--- config.mk ---
export PLATFORM = sky130hd
export DESIGN_NAME = memory_arbiter
export DESIGN_NICKNAME = d
export VERILOG_FILES = /design/src/rtl/mem_arb_pkg.sv /design/src/rtl/memory_arbiter_rr_arbiter2.sv /design/src/rtl/memory_arbiter.sv
export SDC_FILE = /design/constraint.sdc
export NUM_CORES = 1
export LEC_CHECK = 0
export CAP_MARGIN = 20
export CORE_ASPECT_RATIO = 0.7
export CORE_MARGIN = 8
export CORE_UTILIZATION = 41
export DETAILED_ROUTE_END_ITERATION = 7
export PLACE_DENSITY = 0.88
export SYNTH_ARGS = -nofsm -noshare
export SYNTH_HDL_FRONTEND = slang
export SYNTH_SLANG_ARGS = --single-unit
--- constraint.sdc ---
create_clock -name Clock -period 1.67 [get_ports Clock]
set_input_delay 0.4175 -clock Clock [delete_from_list [all_inputs] [get_ports Clock]]
set_output_delay 0.4175 -clock Clock [all_outputs]
set_load 0.005 [all_outputs]
--- src/rtl/mem_arb_pkg.sv ---
// Shared constants for the two-requester memory arbiter: FSM state encoding,
// requester ids and the ReadWrite sense used by the memory.
package mem_arb_pkg;

  localparam logic [1:0] IDLE   = 2'd0;
  localparam logic [1:0] ACCESS = 2'd1;
  localparam logic [1:0] RESP   = 2'd2;

  localparam logic REQ_A = 1'b0;
  localparam logic REQ_B = 1'b1;

  localparam logic RW_READ  = 1'b1;
  localparam logic RW_WRITE = 1'b0;

endpackage

--- src/rtl/memory_arbiter_rr_arbiter2.sv ---
// Combinational two-way round-robin pick: a lone requester always wins,
// and on a tie the requester that was not granted last time wins.
module rr_arbiter2
  import mem_arb_pkg::*;
(
  input  logic [1:0] req,
  input  logic       last,
  output logic       grant,
  output logic       any
);

  always_comb begin
    grant = REQ_A;
    if (req == 2'b11) begin
      grant = ~last;
    end else if (req[1]) begin
      grant = REQ_B;
    end
  end

  assign any = |req;

endmodule

--- src/rtl/memory_arbiter.sv ---
// Shares one single-port memory between fetch (A) and load/store (B), one access
// at a time in a fixed IDLE/ACCESS/RESP sequence. Define MEM_ARB_STATS_EN for grant counters.
module memory_arbiter
  import mem_arb_pkg::*;
#(
  parameter int ADDR_W = 4,
  parameter int DATA_W = 16
) (
  input  logic              Clock,
  input  logic              Reset,
  input  logic              ReqA,
  input  logic              ReqB,
  input  logic              RwA,
  input  logic              RwB,
  input  logic [ADDR_W-1:0] AddrA,
  input  logic [ADDR_W-1:0] AddrB,
  input  logic [DATA_W-1:0] WDataA,
  input  logic [DATA_W-1:0] WDataB,
  output logic              ReadyA,
  output logic              ReadyB,
  output logic [DATA_W-1:0] RDataA,
  output logic [DATA_W-1:0] RDataB,
  output logic              MemEnable,
  output logic              MemReadWrite,
  output logic [ADDR_W-1:0] MemAddress,
  output logic [DATA_W-1:0] MemDataIn,
`ifdef MEM_ARB_STATS_EN
  output logic [15:0]       GrantCntA,
  output logic [15:0]       GrantCntB,
`endif
  input  logic [DATA_W-1:0] MemDataOut
);

  logic [1:0]        r_state;
  logic              r_lastGrant;
  logic              r_winner;
  logic              r_readyA;
  logic              r_readyB;
  logic [DATA_W-1:0] r_rDataA;
  logic [DATA_W-1:0] r_rDataB;
  logic              r_memEnable;
  logic              r_memReadWrite;
  logic [ADDR_W-1:0] r_memAddress;
  logic [DATA_W-1:0] r_memDataIn;

  logic              w_grant;
  logic              w_any;
  logic              w_selRw;
  logic [ADDR_W-1:0] w_selAddr;
  logic [DATA_W-1:0] w_selWData;

  rr_arbiter2 u_rr (
    .req   ({ReqB, ReqA}),
    .last  (r_lastGrant),
    .grant (w_grant),
    .any   (w_any)
  );

  assign w_selRw    = (w_grant == REQ_B) ? RwB    : RwA;
  assign w_selAddr  = (w_grant == REQ_B) ? AddrB  : AddrA;
  assign w_selWData = (w_grant == REQ_B) ? WDataB : WDataA;

  // The memory-side registers double as the latched request fields, so they
  // are loaded at grant time and hold steady through ACCESS.
  always_ff @(posedge Clock) begin
    if (Reset) begin
      r_state        <= IDLE;
      r_lastGrant    <= REQ_B;
      r_winner       <= REQ_A;
      r_readyA       <= 1'b0;
      r_readyB       <= 1'b0;
      r_rDataA       <= '0;
      r_rDataB       <= '0;
      r_memEnable    <= 1'b0;
      r_memReadWrite <= RW_READ;
      r_memAddress   <= '0;
      r_memDataIn    <= '0;
    end else begin
      case (r_state)
        IDLE: begin
          if (w_any) begin
            r_winner       <= w_grant;
            r_memEnable    <= 1'b1;
            r_memReadWrite <= w_selRw;
            r_memAddress   <= w_selAddr;
            r_memDataIn    <= w_selWData;
            r_state        <= ACCESS;
          end
        end
        ACCESS: begin
          r_memEnable <= 1'b0;
          if (r_memReadWrite == RW_READ) begin
            if (r_winner == REQ_A) r_rDataA <= MemDataOut;
            else                   r_rDataB <= MemDataOut;
          end
          if (r_winner == REQ_A) r_readyA <= 1'b1;
          else                   r_readyB <= 1'b1;
          r_state <= RESP;
        end
        RESP: begin
          r_readyA    <= 1'b0;
          r_readyB    <= 1'b0;
          r_lastGrant <= r_winner;
          r_state     <= IDLE;
        end
        default: r_state <= IDLE;
      endcase
    end
  end

  assign ReadyA       = r_readyA;
  assign ReadyB       = r_readyB;
  assign RDataA       = r_rDataA;
  assign RDataB       = r_rDataB;
  assign MemEnable    = r_memEnable;
  assign MemReadWrite = r_memReadWrite;
  assign MemAddress   = r_memAddress;
  assign MemDataIn    = r_memDataIn;

`ifdef MEM_ARB_STATS_EN
  logic [15:0] r_grantCntA;
  logic [15:0] r_grantCntB;

  // Saturating per-requester grant counters, bumped once per completed transaction.
  always_ff @(posedge Clock) begin
    if (Reset) begin
      r_grantCntA <= '0;
      r_grantCntB <= '0;
    end else if (r_state == RESP) begin
      if (r_winner == REQ_A && r_grantCntA != 16'hFFFF) r_grantCntA <= r_grantCntA + 16'd1;
      if (r_winner == REQ_B && r_grantCntB != 16'hFFFF) r_grantCntB <= r_grantCntB + 16'd1;
    end
  end

  assign GrantCntA = r_grantCntA;
  assign GrantCntB = r_grantCntB;
`endif

endmodule
==> metrics list <==
- The floorplan has 23 rows.
- Measured on the finished design, the core utilization comes to 68.9%.
- Entering global routing, the biggest net connects 28 pins.
- Max-slew violation count: 0
- Worst setup startpoint: RDataA[5]
* Final cell area excluding filler cells: 3980 µm²
* Die outline area: 8850 µm²
* Critical Path End: RDataA[5]
- The worst setup path is captured at a primary output.
- During synthesis, Yosys emitted a total of 0 warnings.
- Slew Limit Headroom: 59.4%
- Clock Skews: 0.00377 ns
- For the worst setup path, the data arrival time is 1.20 ns.
- The clock tree synthesis step divided the H-tree into 3 levels.
- Tightest Pin Transition: 0.609 ns
- Synth top area cells: sky130_fd_sc_hd__dfxtp_1 48%, sky130_fd_sc_hd__a21oi_1 11%, sky130_fd_sc_hd__nand2_1 10%
* Routed via count divided by cell count: 5.01
* Cell depth of the worst flop-to-flop path: 3
- CP Class: reg -> out
- The filler cells instantiated in the layout total 468.
* Global-route wire length before repair: 12100 µm
- Run status: finished clean
- End of the worst register-to-register path: RDataA[9]
- Final clock period utilization by the worst path: 96.8%
* Area leader, netlist: sky130_fd_sc_hd__dfxtp_1
* Share of the yosys chip area belonging to registers: 48.3%
- STA classifies the critical path startpoint as a flop.
- Setup repair after global routing left no endpoint under its margin.
* Initial antenna violation count: 0
- Required time at the worst-slack endpoint: 1.25 ns
- The design draws 0.00369 W.
- Worst-path cell chain: clkdlybuf4s50_1
* RePlAce Congestion: 0.714
* Overall die height: 81.2 µm
- Root buf cell: sky130_fd_sc_hd__clkbuf_8
- Number of setup violations in the final report: 0
- Crit path buf inv count: 1
- Number of violations of the max-capacitance limit: 0
* Highest clock rate: 0.619 GHz
- Buffers inserted during clock tree synthesis total 9.
* Number of cells produced by synthesis: 270
* Leakage power: 1.51 nW
* Diodes inserted: 0
* Cell with the largest stage delay on the worst path: sky130_fd_sc_hd__clkdlybuf4s50_1
- From left edge to right edge, the die measures 109 µm.
- Post-DP Area: 3770 µm²
- When the netlist entered floorplanning its net count stood at 332.
* Number of sinks driven by the clock tree: 60
- Seq cells post-synth: 60
- In the routed design, unresolved DRC markers number 0.
- Worst reg2reg path startpoint: r_state[1]
* Largest incremental delay on the critical path: 0.52 ns
- Along the worst path, the maximum fanout reaches 2.
- Global router's overall resource usage: 17.5%
- The detailed router finished its first iteration with 52 violations.
* Final routed wire length divided by cell count: 16.7 µm
- The count of nets left with antenna violations once routing finished came out at 0.
- Reg2reg setup slack: 0.21 ns
- No sink is reached through more buffers than the 2 on the longest clock path.
- In this run the number of cells on the critical path is 1.
* Worst min path class: reg -> reg
* Hold violation total from the final report: 0
* Number of nets in the final layout: 450
- Post-layout minimum cycle time: 1.62 ns
- After floorplanning, the core was sized to cover 5780 µm².
* Layout-stage area growth over the synthesis result: 60.2%
- The final route contains 2344 vias.
- Clock latency on the worst-skew pair: 0.33 ns
* CTS clock-pin slew for the worst setup and hold paths: 0.07 ns
- Count of port buffers added during placement: 117
- In this run the biggest area consumer among cell types represents 48.3% of the synthesized area.
- Once detailed placement completed, the half-perimeter wirelength came to 5760 µm.
- For this run the aggregate overflow at the end of global routing stands at 0.
* Number of global-route vias before repair: 2377
* CTS tree: built
- Top-Level Pins: 118
* Starting utilization of the core area: 43.0%
- The routed design has 7790 µm of wire.
* Highest ir drop seen on vdd: 0.000540 V
- Family with the most delay on the worst path: buffers and inverters
- The post-route netlist has 13.5% of its cells at a drive strength greater than 1.
- Post-synth cell types: 30
- The pre-antenna-repair detailed-routing pass consisted of 4 iterations.
* Mapped Avg Cell Area: 9.21 µm²
* Pwr dens: 927 nW/µm²
- Syn Std Cell Area: 2490 µm²
- Along the worst hold path, the cell count comes to 2.
cells in the final DEF (no fill, tap or decap), types with 4 or more instances in the layout:
cell type	count
sky130_fd_sc_hd__dlymetal6s2s_1	5
sky130_fd_sc_hd__dfxtp_1	59
sky130_fd_sc_hd__clkbuf_8	11
sky130_fd_sc_hd__nand2_1	66
sky130_fd_sc_hd__a21oi_1	56
sky130_fd_sc_hd__buf_4	10
sky130_fd_sc_hd__mux2i_1	21
sky130_fd_sc_hd__clkdlybuf4s50_1	110
sky130_fd_sc_hd__a211oi_2	18
sky130_fd_sc_hd__buf_12	4
repair_timing:
| action | 4_1_cts | 5_1_grt |
|---|---|---|
| resized for setup | 1 | 6 |
| hold buffers | 0 | 0 |
| endpoints found under the setup margin | 1 | 6 |
| setup buffers | 0 | 0 |
metal layers:
metal	track usage, %	vias to the layer above	routed length, µm
li1	-	1172	-
met1	19.6	1098	3260
met2	31.2	66	4020
met3	5.38	8	436
met4	6.12	0	78
met5	0	-	0
cell usage after synthesis:
master	instances
sky130_fd_sc_hd__o21ba_2	1
sky130_fd_sc_hd__o21ai_1	1
sky130_fd_sc_hd__buf_1	1
sky130_fd_sc_hd__and4bb_1	1
sky130_fd_sc_hd__nand4b_1	1
sky130_fd_sc_hd__a21oi_1	56
sky130_fd_sc_hd__inv_2	1
sky130_fd_sc_hd__o21bai_1	2
sky130_fd_sc_hd__nor2_1	3
sky130_fd_sc_hd__mux2i_1	21
sky130_fd_sc_hd__buf_4	2
sky130_fd_sc_hd__a2bb2oi_1	1
sky130_fd_sc_hd__a22oi_1	1
sky130_fd_sc_hd__nand4bb_1	1
sky130_fd_sc_hd__dfxtp_1	60
sky130_fd_sc_hd__o21ai_0	1
sky130_fd_sc_hd__a211oi_1	2
sky130_fd_sc_hd__clkbuf_1	5
sky130_fd_sc_hd__nand2_1	66
sky130_fd_sc_hd__nor3_1	2
sky130_fd_sc_hd__a211oi_2	18
sky130_fd_sc_hd__inv_1	1
sky130_fd_sc_hd__buf_2	13
sky130_fd_sc_hd__buf_6	3
sky130_fd_sc_hd__nor2b_1	1
sky130_fd_sc_hd__nor3b_1	1
sky130_fd_sc_hd__o221a_1	1
sky130_fd_sc_hd__and4b_1	1
sky130_fd_sc_hd__a21boi_4	1
sky130_fd_sc_hd__nand3_1	1
registers in the layout, indices dropped and copies added (netlist names):
signal        flops
ReadyB            1
MemAddress        4
r_lastGrant       1
RDataA           16
r_winner          1
r_state           2
MemEnable         1
MemReadWrite      1
MemDataIn        16
RDataB           16
ReadyA            1
how the worst min path moves through the flow:
| stage | start | to | slack (ns) |
|---|---|---|---|
| 4_1_cts | RDataB[14] | RDataB[14] | 0.46 |
| 6_report | RDataB[14] | RDataB[14] | 0.46 |
| 3_5_place_dp | RDataB[14] | RDataB[14] | 0.45 |
| 3_3_place_gp | RDataB[3] | RDataB[3] | 0.44 |
| 5_1_grt | RDataA[8] | RDataA[8] | 0.48 |
| 2_1_floorplan | RDataA[0] | RDataA[0] | 0.45 |
where the power goes:
| group | total, W | switching [W] | leakage, nW | internal, W |
|---|---|---|---|---|
| Clock | 0.00132 | 0.000558 | 0.102 | 0.000766 |
| Sequential | 0.00160 | 0.0000627 | 0.492 | 0.00153 |
| Combinational | 0.000772 | 0.000320 | 0.916 | 0.000451 |
| Total | 0.00369 | 0.000941 | 1.51 | 0.00275 |
through the flow:
step	cells	hold WS, ns	setup TNS (ns)	setup WS, ns
after floorplan	270	0.453	0	0.419
after global placement	452	0.442	-1.36	-0.0976
after detailed placement	452	0.451	-2.10	-0.128
after CTS	468	0.460	0	0.0174
after global routing	468	0.478	0	0.00184
final	468	0.458	0	0.0538
final cells by class:
type | instances | area [µm²] | area share, %
Multi-Input combinational cell | 184 | 1140 | 28.7
Tap cell | 75 | 93.8 | 2.36
Sequential cell | 60 | 1200 | 30.2
Inverter | 2 | 7.51 | 0.188
Clock inverter | 4 | 47.5 | 1.19
Timing Repair Buffer | 131 | 1330 | 33.4
Clock buffer | 12 | 155 | 3.89
cells by family after synthesis:
kind of cell	after synthesis	synth area share, %
simple gates	78	13.3
buf+inv	26	5.78
compound gates	85	24.2
mux	21	8.45
flops	60	48.3
Note: power is estimated with default switching activity, not from simulation.
